**src/rtl/fetch_pkg.sv**
```systemverilog
// fetch_pkg: shared types and constants for the RV32 instruction fetch unit.
// Optional feature macro used by instr_fetch: FETCH_OPCODE_CHECK_EN.
package fetch_pkg;

   // Instruction and address width of the core.
   localparam int ILEN = 32;

   // Fetch control states:
   //   FETCH : nothing outstanding, may issue a request
   //   WAIT  : one request outstanding, its response will be kept
   //   DROP  : one request outstanding, its response is stale and discarded
   typedef enum logic [1:0] {
      FETCH = 2'd0,
      WAIT  = 2'd1,
      DROP  = 2'd2
   } fetch_state_t;

   // Major opcodes the decoder supports.
   localparam logic [6:0] OPC_RTYPE  = 7'd51;
   localparam logic [6:0] OPC_LOAD   = 7'd3;
   localparam logic [6:0] OPC_STORE  = 7'd35;
   localparam logic [6:0] OPC_BRANCH = 7'd99;

   // True when the opcode field belongs to the decoder's supported set.
   function automatic logic is_supported_opcode(input logic [6:0] opc);
      return (opc == OPC_RTYPE) || (opc == OPC_LOAD) ||
             (opc == OPC_STORE) || (opc == OPC_BRANCH);
   endfunction

endpackage

```
**src/rtl/fetch_fifo.sv**
```systemverilog
// fetch_fifo: two-entry output queue of fetched words.
// Flush wins over push and pop; push into a full queue and pop from an empty
// queue are ignored so the occupancy count can never wrap.
module fetch_fifo #(
   parameter int W = 64
) (
   input  logic         clk,
   input  logic         rst_n,
   input  logic         push,
   input  logic         pop,
   input  logic         flush,
   input  logic [W-1:0] din,
   output logic [1:0]   count,
   output logic [W-1:0] head
);

   logic [W-1:0] r_mem [0:1];
   logic         r_rd_ptr;
   logic         r_wr_ptr;
   logic [1:0]   r_count;

   logic         w_push_ok;
   logic         w_pop_ok;

   // Protect the storage against over/underflow.
   always_comb begin
      w_push_ok = push && (r_count != 2'd2);
      w_pop_ok  = pop  && (r_count != 2'd0);
   end

   // Storage, pointers and occupancy; flush empties the queue in one cycle.
   always_ff @(posedge clk or negedge rst_n) begin
      if (!rst_n) begin
         r_mem[0] <= '0;
         r_mem[1] <= '0;
         r_rd_ptr <= 1'b0;
         r_wr_ptr <= 1'b0;
         r_count  <= 2'd0;
      end else if (flush) begin
         r_rd_ptr <= 1'b0;
         r_wr_ptr <= 1'b0;
         r_count  <= 2'd0;
      end else begin
         if (w_push_ok) begin
            r_mem[r_wr_ptr] <= din;
            r_wr_ptr        <= ~r_wr_ptr;
         end
         if (w_pop_ok) begin
            r_rd_ptr <= ~r_rd_ptr;
         end
         case ({w_push_ok, w_pop_ok})
            2'b10:   r_count <= r_count + 2'd1;
            2'b01:   r_count <= r_count - 2'd1;
            default: r_count <= r_count;
         endcase
      end
   end

   // The head entry drives the consumer directly; a push never lands on the
   // head slot while the queue is non-empty, so the head stays stable.
   always_comb begin
      count = r_count;
      head  = r_mem[r_rd_ptr];
   end

endmodule

```
**src/rtl/instr_fetch.sv**
```systemverilog
// instr_fetch: PC generation, single-outstanding instruction memory fetch and
// a two-entry valid/ready output queue feeding the decoder.
// Optional feature: define FETCH_OPCODE_CHECK_EN to add the instr_illegal
// output, computed from the opcode when a word is pushed.
//
// Handshake: instr_valid/instr_ready. A transfer happens in any cycle where
// both are high. While instr_valid is high without instr_ready, instr,
// instr_pc (and instr_illegal) hold their values; only a redirect (flush)
// may withdraw instr_valid before the transfer.
module instr_fetch
   import fetch_pkg::*;
#(
   parameter logic [31:0] RESET_PC = 32'h0000_0000
) (
   input  logic            clk,
   input  logic            rst_n,
   output logic            imem_req,
   output logic [ILEN-1:0] imem_addr,
   input  logic            imem_rvalid,
   input  logic [ILEN-1:0] imem_rdata,
   input  logic            redirect_valid,
   input  logic [ILEN-1:0] redirect_pc,
   output logic            instr_valid,
   input  logic            instr_ready,
   output logic [ILEN-1:0] instr,
   output logic [ILEN-1:0] instr_pc,
   output logic [1:0]      dbg_state,
   output logic [1:0]      dbg_fifo_count
`ifdef FETCH_OPCODE_CHECK_EN
   ,
   output logic            instr_illegal
`endif
);

`ifdef FETCH_OPCODE_CHECK_EN
   localparam int ENTRY_W = 2 * ILEN + 1;
`else
   localparam int ENTRY_W = 2 * ILEN;
`endif

   fetch_state_t     r_state;
   logic [ILEN-1:0]  r_pc;
   logic [ILEN-1:0]  r_req_addr;

   logic             w_outstanding;
   logic [2:0]       w_occupancy;
   logic             w_issue;
   logic             w_push;
   logic             w_pop;
   logic             w_flush;
   logic [1:0]       w_count;
   logic [ENTRY_W-1:0] w_push_data;
   logic [ENTRY_W-1:0] w_head;
   logic [ILEN-1:0]  w_redirect_pc;
   logic             w_unused_redirect_lsbs;

   // Redirect targets are always word aligned.
   always_comb begin
      w_redirect_pc          = {redirect_pc[ILEN-1:2], 2'b00};
      w_unused_redirect_lsbs = ^redirect_pc[1:0];
   end

   // Issue decision: only from FETCH, only with room for the response once
   // it lands, and never in a redirect cycle.
   always_comb begin
      w_outstanding = (r_state != FETCH);
      w_occupancy   = {1'b0, w_count} + {2'b00, w_outstanding};
      w_issue       = (r_state == FETCH) && (w_occupancy < 3'd2) && !redirect_valid;
      imem_req      = w_issue && rst_n;
      imem_addr     = r_pc;
   end

   // Queue controls; a redirect flushes and suppresses both push and pop.
   always_comb begin
      w_flush = redirect_valid;
      w_push  = (r_state == WAIT) && imem_rvalid && !redirect_valid;
      w_pop   = instr_valid && instr_ready && !redirect_valid;
   end

   // Pack the queue entry as {instr, pc[, illegal]}.
   always_comb begin
`ifdef FETCH_OPCODE_CHECK_EN
      w_push_data = {imem_rdata, r_req_addr, ~is_supported_opcode(imem_rdata[6:0])};
`else
      w_push_data = {imem_rdata, r_req_addr};
`endif
   end

   // Fetch state machine, PC and address of the outstanding request.
   always_ff @(posedge clk or negedge rst_n) begin
      if (!rst_n) begin
         r_state    <= FETCH;
         r_pc       <= RESET_PC;
         r_req_addr <= RESET_PC;
      end else if (redirect_valid) begin
         r_pc <= w_redirect_pc;
         case (r_state)
            // A response arriving alongside the redirect is stale; drop it
            // now, otherwise remember to drop the one still in flight.
            WAIT:    r_state <= imem_rvalid ? FETCH : DROP;
            // Still waiting on the stale response; if it arrives in this very
            // cycle it is consumed here, since no further response will come.
            DROP:    r_state <= imem_rvalid ? FETCH : DROP;
            default: r_state <= FETCH;
         endcase
      end else begin
         case (r_state)
            FETCH: begin
               if (w_issue) begin
                  r_req_addr <= r_pc;
                  r_pc       <= r_pc + 32'd4;
                  r_state    <= WAIT;
               end
            end
            WAIT: begin
               if (imem_rvalid) begin
                  r_state <= FETCH;
               end
            end
            DROP: begin
               if (imem_rvalid) begin
                  r_state <= FETCH;
               end
            end
            default: r_state <= FETCH;
         endcase
      end
   end

   fetch_fifo #(
      .W(ENTRY_W)
   ) u_fifo (
      .clk   (clk),
      .rst_n (rst_n),
      .push  (w_push),
      .pop   (w_pop),
      .flush (w_flush),
      .din   (w_push_data),
      .count (w_count),
      .head  (w_head)
   );

   // Queue head drives the decoder-facing outputs directly.
   always_comb begin
      instr_valid    = (w_count != 2'd0);
      dbg_state      = r_state;
      dbg_fifo_count = w_count;
`ifdef FETCH_OPCODE_CHECK_EN
      instr          = w_head[ENTRY_W-1 -: ILEN];
      instr_pc       = w_head[ILEN:1];
      instr_illegal  = w_head[0];
`else
      instr          = w_head[ENTRY_W-1 -: ILEN];
      instr_pc       = w_head[ILEN-1:0];
`endif
   end

endmodule
```
**config.mk**
```make
export PLATFORM = sky130hd
export DESIGN_NAME = instr_fetch
export DESIGN_NICKNAME = d
export VERILOG_FILES = /design/src/rtl/fetch_pkg.sv /design/src/rtl/fetch_fifo.sv /design/src/rtl/instr_fetch.sv
export SDC_FILE = /design/constraint.sdc
export NUM_CORES = 1
export LEC_CHECK = 0
export CAP_MARGIN = 20
export CELL_PAD_IN_SITES_DETAIL_PLACEMENT = 1
export CELL_PAD_IN_SITES_GLOBAL_PLACEMENT = 1
export CORE_ASPECT_RATIO = 1.25
export CORE_UTILIZATION = 45
export DETAILED_ROUTE_END_ITERATION = 10
export HOLD_SLACK_MARGIN = 0.03
export PLACE_DENSITY = 0.81
export SLEW_MARGIN = 20
export SYNTH_ARGS = -nofsm -noshare
export SYNTH_HDL_FRONTEND = slang
export SYNTH_SLANG_ARGS = --single-unit
```
**constraint.sdc**
```tcl
create_clock -name clk -period 5.4 [get_ports clk]
set_clock_uncertainty 0.1 [all_clocks]
set_input_delay 0.81 -clock clk [delete_from_list [all_inputs] [get_ports clk]]
set_output_delay 0.81 -clock clk [all_outputs]
set_load 0.03 [all_outputs]
```
---- Yosys cells after proc, flatten, opt, wreduce, memory -nomap -nowiden ----
Cells that the tools add are included.
storage, ports and cells
  register bits after elaboration ......... 198
  logic and storage cells ................. 73
operators by class
  add/subtract/negate cells ............... 4
  order comparisons ....................... 4
  equality and inequality tests ........... 7
  mux-type cells .......................... 21
  bitwise gates (word level) .............. 5
  reductions and logical operators ........ 24
operators by type and width
  cell                                                                           count
  64-bit 2-to-1 mux                                                              4
  128-bit bitwise mux                                                            1
  32-bit 2-to-1 mux                                                              3
  64-bit demux with 1-bit select                                                 1
  32-bit by 3-bit adder with 32-bit output (second input constant)               1
  2-bit 2-to-1 mux                                                               6
  2-bit nonzero test                                                             6
  1-bit logical AND                                                              10
  2-bit one-hot mux with 2 select lines                                          2
  2-bit AND reduction                                                            3
  2-bit by 1-bit == test with 1-bit output (second input constant)               2
  2-bit == test (second input constant)                                          2
  2-bit greater-or-equal comparator (second input constant)                      2
  1-bit 2-to-1 mux                                                               4
  1-bit inverter with 2-bit output                                               2
  2-bit by 1-bit adder with 3-bit output                                         1
  3-bit by 2-bit less-than comparator with 1-bit output (second input constant)  1
  3-bit by 1-bit != test with 1-bit output (second input constant)               1
  3-bit != test (second input constant)                                          1
  1-bit inverter                                                                 3
  3-bit AND reduction                                                            1
  3-bit nonzero test                                                             1
  2-bit by 1-bit adder with 2-bit output (second input constant)                 1
  2-bit logical NOT                                                              1
  other kinds (5)                                                                5

---- Longest topological paths before layout ----
Gate-level depths: netlist (run 1).
  depth in word-level cells ............... 8
  mapped depth ............................ 8
  gate-level depth less buffers ........... 6

---- Hierarchy ----
A second synthesis (run 1) with hierarchy kept.
unflattened totals
  cell total of the unflattened synthesis .. 649
  area, all modules ....................... 8760.9 um^2
by module, submodules not included
  module       instances  cells each  area each (um^2)
  fetch_fifo   1          364         5734.2
  instr_fetch  1          285         3026.7

---- Worst setup path before layout (run 1) ----
Ideal clock, no wire load.
  path kind ............................... input to output
  start point ............................. in redirect_valid
  end point ............................... out imem_req
  data arrival time ....................... 1.725 ns
  data required time ...................... 4.490 ns
  slack ................................... 2.765 ns
  cell stages on the path ................. 4
  cells stage by stage .................... clkbuf_1 inv_1 clkbuf_1 and3_1
between the ends
  longest elaborated chain between the ends .. 3
RTL lines
  item               line               source
  start, declared    instr_fetch.sv:21  input logic redirect_valid,
  1-bit logical NOT  instr_fetch.sv:68  w_issue = (r_state == FETCH) && (w_occupancy < 3'd2) && !redirect_valid;
  1-bit logical AND  instr_fetch.sv:68
  1-bit logical AND  instr_fetch.sv:69  imem_req = w_issue && rst_n;
  end, declared      instr_fetch.sv:17  output logic imem_req,
No other way between the ends.

---- Worst setup path after layout (run 1) ----
  start point ............................. reg u_fifo.r_rd_ptr
  end point ............................... out instr[1]
between the ends
  longest elaborated chain between the ends .. 4
RTL lines
  item                                                    line               source
  start, declared                                         fetch_fifo.sv:18   logic r_rd_ptr;
  start signal, assigned                                  fetch_fifo.sv:49   r_rd_ptr <= ~r_rd_ptr;
  1-bit inverter with 2-bit output (implied by the code)  fetch_fifo.sv:63   head = r_mem[r_rd_ptr];
  64-bit 2-to-1 mux (implied by the code) (3 in series)   fetch_fifo.sv:63
  end, declared                                           instr_fetch.sv:25  output logic [ILEN-1:0] instr,
No other way between the ends. The select of a mux whose other input is x is not followed.

==> results.cfg, run 1 <==
[run_status]
status = finished, violations left
violations = design-rule violations

[synth]
syn_inst = 646
ys_ff_latch = 190
synth_area_leader_cell = dfrtp_1
synthFlopType = dfrtp_1
synth_cell_types = 47
synth_area_leaders = dfrtp_1, mux2_2, mux2_1
syn-cell-area_mm2 = 0.00856
ys_seq_area_share_pct = 55.5
netlist.area_leader.share_pct = 55.5
yosysWarnings = 0
synth_common_cells = dfrtp_1, mux2_2, mux2_1
synth_edf_count = 0
yosysMostFrequentCell = dfrtp_1
async_reset_ff_share_pct = 100
avgSynthCellArea_um2 = 13.3

[power]
powerDensity_mw_per_mm2 = 524
p_leak_nw = 4.62
power.total_w = 0.00577
max-vdd-ir-drop_v = 0.000248

[layout]
final_nets = 872
syn_to_final_growth_pct = 28.6
diodes = 0
finalNonFillerCells = 1043
layout-drive-gt1-share_pct = 27.9

[placement]
place_inst = 1013
dp_hpwl_um = 14700
portBuffers = 164
gp_congestion = 0.814

[clock_network]
cts_made_buffers = 17
cts_tree = yes
cts_setup_buffers = 0
post_cts_resize_count = 0
path_clk_slew_ns = 0.06
insertion_delay_ns = 0.42
clockBufferDepth = 2
cts_root_buffer = clkbuf_16
htreeDepth = 4
cts_hold_buf = 0
clock-sinks = 190

[timing]
hold_ws_ns = 0.288
max_freq_mhz = 256
tns_ns = 0
period_share_pct = 72.3
slew_violations = 0
max_slew.worst_pin.slew_ns = 1.05
finalCriticalPeriod_ns = 3.90
setup_viol = 0
slew_headroom_pct = 30.1
grt_setup_unrepaired = false
timing.final.hold_violations = 0

[global_routing]
grt_usage_pct = 23.4
globalRouteOverflowTotal = 0
grt_pass1_wl_um = 35500
grt_pass1_vias = 6514
grt_max_degree = 75
antenna_found_initial = 0

[worst_setup_path]
worstPathArrival_ns = 2.99
path_max_fanout = 42
crit_type = flop to primary output
critical-path-top-delay-family = buffers and inverters
path_buf_inv = 2
critPathLaunchType = flop
critPathMaxStageDelay_ns = 1.06
slowest_stage = dfrtp_2
crit_required_ns = 4.49
end_kind = primary output
crit_chain = buf_4, mux2_2, clkdlybuf4s50_1

[floorplanning]
start_util_pct = 45.8
fp.dieW_um = 125
row_count = 56
core-area_mm2 = 0.0187
die_y_um = 156
die_area_mm2 = 0.0196
io_pins = 171

[drt]
wl_per_cell_um = 20.8
route.vias.total = 5840
drtIter0Drc = 304
drt-vias-per-instance = 5.60
detail_route.wirelength_um = 21700
drt_pass1_iterations = 8
drc = 8
postRouteAntennaNets = 0

[flow_run]
drv_cap = 0

[hold_path]
min_path_type = input pin to asynchronous set/reset pin
[power breakdown]
group,leakage (nW),switching (W),internal [W]
Combinational,1.98,0.00107,0.00109
Sequential,2.35,0.000350,0.00196
Clock,0.288,0.000535,0.000763
[layer usage]
metal,track usage [%],part of all wire [%]
met2,40.9,52
met1,29.1,42
met4,8.19,2.1
met3,4.07,4.1
met5,0,0
[final timing paths]
path,start,to,slack (ns),depth (start not counted)
hold reg to reg,u_fifo.r_mem[57],u_fifo.r_mem[57],0.38,1
hold / removal,rst_n,u_fifo.r_mem[36],0.29,1
max in group asynchronous,rst_n,u_fifo.r_mem[61],3.50,2
setup / recovery,u_fifo.r_rd_ptr,instr[1],1.50,3
setup reg to reg,dbg_state[1],u_fifo.r_mem[10],2.41,7
min in group clk,u_fifo.r_mem[57],u_fifo.r_mem[57],0.38,1
[sequential cells by signal, summed over array words and instances (netlist names)]
register	flops
u_fifo.r_wr_ptr	1
r_req_addr	30
dbg_state	2
imem_addr	30
u_fifo.r_rd_ptr	1
u_fifo.count	2
u_fifo.r_mem	124
[logic make-up after synthesis]
group	share of synthesized area, %
mux	28.5
flops	55.5
simple gates	7.58
compound gates	3.92
buf+inv	2.56
xor+xnor	1.43
fa+ha+maj	0.438
other cells	0.0438
[worst register-to-register path: stages, from the launching register on]
cell	delay, ns
dfrtp_1	0.39
inv_1	0.12
ha_1	0.18
nand2_1	0.22
nor2_1	0.23
and3_2	0.78
buf_4	0.45
mux2_1	0.39
[metrics by stage]
stage	util [%]	setup slack (ns)	area, um2
3_5_place_dp	55.6	1.78	10400
4_1_cts	58.9	1.44	11000
3_3_place_gp	55.6	1.84	10400
2_1_floorplan	-	2.77	8580
5_1_grt	58.9	1.35	11000
6_report	58.9	1.50	11000
[layout by cell type, fill, tap and decap left out, types with 6 or more instances in the layout]
master and count:
dfrtp_1 189, mux2_2 179, clkdlybuf4s50_1 163, mux2_1 37
nand2_1 34, nor2_1 19, clkbuf_16 17, or4_1 16
nand3_1 13, a31oi_1 13, o21ai_0 11, xnor2_1 10
buf_4 10, o31ai_1 9, inv_1 7, o211ai_1 6
[layout make-up]
class,instances,area (um2)
Tap cell,232,290
Timing Repair Buffer,174,1720
Sequential cell,190,4760
Clock inverter,9,135
Clock buffer,21,470
Fill cell,1853,7690
Inverter,7,26.3
Multi-Input combinational cell,410,3610
Power figures use the tool's default switching activity.
==> run 2, diff against run 1 <==
- CORE_UTILIZATION: 45 -> 38
- PLACE_DENSITY: 0.81 -> 0.73
- clock period: 5.4 -> 3.3 ns (I/O delays scaled with it)
==> results.cfg, run 2 (synthesized netlist as in run 1, its figures left out) <==
[timing]
timing.final.hold_violations = 0
slew_violations = 0
max_freq_mhz = 336
slew_headroom_pct = 49.6
tns_ns = 0
setup_viol = 0
grt_setup_unrepaired = false
hold_ws_ns = 0.0975
period_share_pct = 90.1
finalCriticalPeriod_ns = 2.97
max_slew.worst_pin.slew_ns = 0.755

[drt]
drc = 1
detail_route.wirelength_um = 21400
drtIter0Drc = 175
drt-vias-per-instance = 5.33
wl_per_cell_um = 19.4
drt_pass1_iterations = 7
postRouteAntennaNets = 0
route.vias.total = 5865

[layout]
syn_to_final_growth_pct = 30.5
fillers = 2219
multi_input_area_mm2 = 0.00362
final_cell_mix = dfrtp_1, mux2_2, clkdlybuf4s50_1
layout_commonest_cell = dfrtp_1
layout-drive-gt1-share_pct = 28.5
regArea_mm2 = 0.00476
final_nets = 876
largest_register_ffs = 124
final_core_util_pct = 50.3
regMostFlops = u_fifo.r_mem

[placement]
portBuffers = 164
gp_congestion = 0.787
dp_hpwl_um = 15000

[run_status]
violations = design-rule violations
status = finished, violations left

[floorplanning]
io_pins = 171
start_util_pct = 38.6
die_area_mm2 = 0.0231
fp.dieW_um = 136
row_count = 61
core-area_mm2 = 0.0222
die_y_um = 170

[global_routing]
grt_pass1_vias = 6434
antenna_found_initial = 1
grt_max_degree = 132
grt_pass1_wl_um = 34500
grt_usage_pct = 19.4
globalRouteOverflowTotal = 0

[power]
powerDensity_mw_per_mm2 = 842
p_leak_nw = 4.66
power.total_w = 0.00941
max-vdd-ir-drop_v = 0.000450

[clock_network]
clock-sinks = 190
cts_root_buffer = clkbuf_16
post_cts_resize_count = 0
htreeDepth = 4
clockBufferDepth = 2
insertion_delay_ns = 0.43
cts_setup_buffers = 0
cts_made_buffers = 17
path_clk_slew_ns = 0.07
cts_hold_buf = 0
cts_tree = yes

[flow_run]
drv_cap = 0

[worst_setup_path]
slowest_stage = clkdlybuf4s50_1
r2r-end = imem_addr[26]
crit_chain = buf_4, mux2_2, clkdlybuf4s50_1
r2r-start = dbg_state[0]
critPathLaunchType = flop
critPathMaxStageDelay_ns = 0.63
crit_type = flop to primary output
path_max_fanout = 44
crit_required_ns = 2.70
end_kind = primary output
rr_worst_depth = 6
r2r_slack_ns = 0.73
worstPathArrival_ns = 2.38

[hold_path]
min_path_type = input pin to asynchronous set/reset pin
## run 2: how the worst max path moves through the flow
stage | to | start | cells past startpoint
after floorplan | imem_addr[24] | imem_addr[2] | 6
after global placement | instr_pc[31] | u_fifo.r_rd_ptr | 3
after detailed placement | u_fifo.r_mem[27] | imem_rvalid | 6
after CTS | instr_pc[31] | u_fifo.r_rd_ptr | 3
after global routing | instr_pc[15] | u_fifo.r_rd_ptr | 3
final | instr_pc[15] | u_fifo.r_rd_ptr | 3
## run 2: layout make-up
type                    count  share of cell area, %
diodes                      1                 0.0224
clock buffers              17                   3.81
clock inverters            15                   1.71
multi-input cells         410                   32.4
inverters                   7                  0.235
repair buffers            178                   16.1
flip-flops and latches    190                   42.6
well taps                 283                   3.17
## run 2: power by group
group	internal, W	leakage [nW]	switching [W]
sequential	0.00320	2.35	0.000537
combinational	0.00181	2.01	0.00174
clock	0.00110	0.298	0.00103
total	0.00611	4.66	0.00330
## run 2: per-layer routing
layer	GRT usage (%)	share of wire [%]	up-vias	wire (um)
met1	24.0	42	3059	9020
met4	6.04	1.3	0	284
li1	-	-	2659	-
met2	34.2	53	127	11300
met3	3.04	3.6	20	777
met5	0	0	-	0
## run 2: critical path, delay by kind of cell, from the launching register on
family / cells / cell delay, ns
mux: 1 / 0.41
buf+inv: 2 / 1.15
flops: 1 / 0.36
## run 2: through the flow
step	setup WS, ns	cells	cell area (um2)
global placement	0.766	1068	10600
global route	0.254	1101	11200
CTS	0.275	1100	11200
finish	0.328	1101	11200
detailed placement	0.686	1068	10600
floorplan	1.02	649	8580
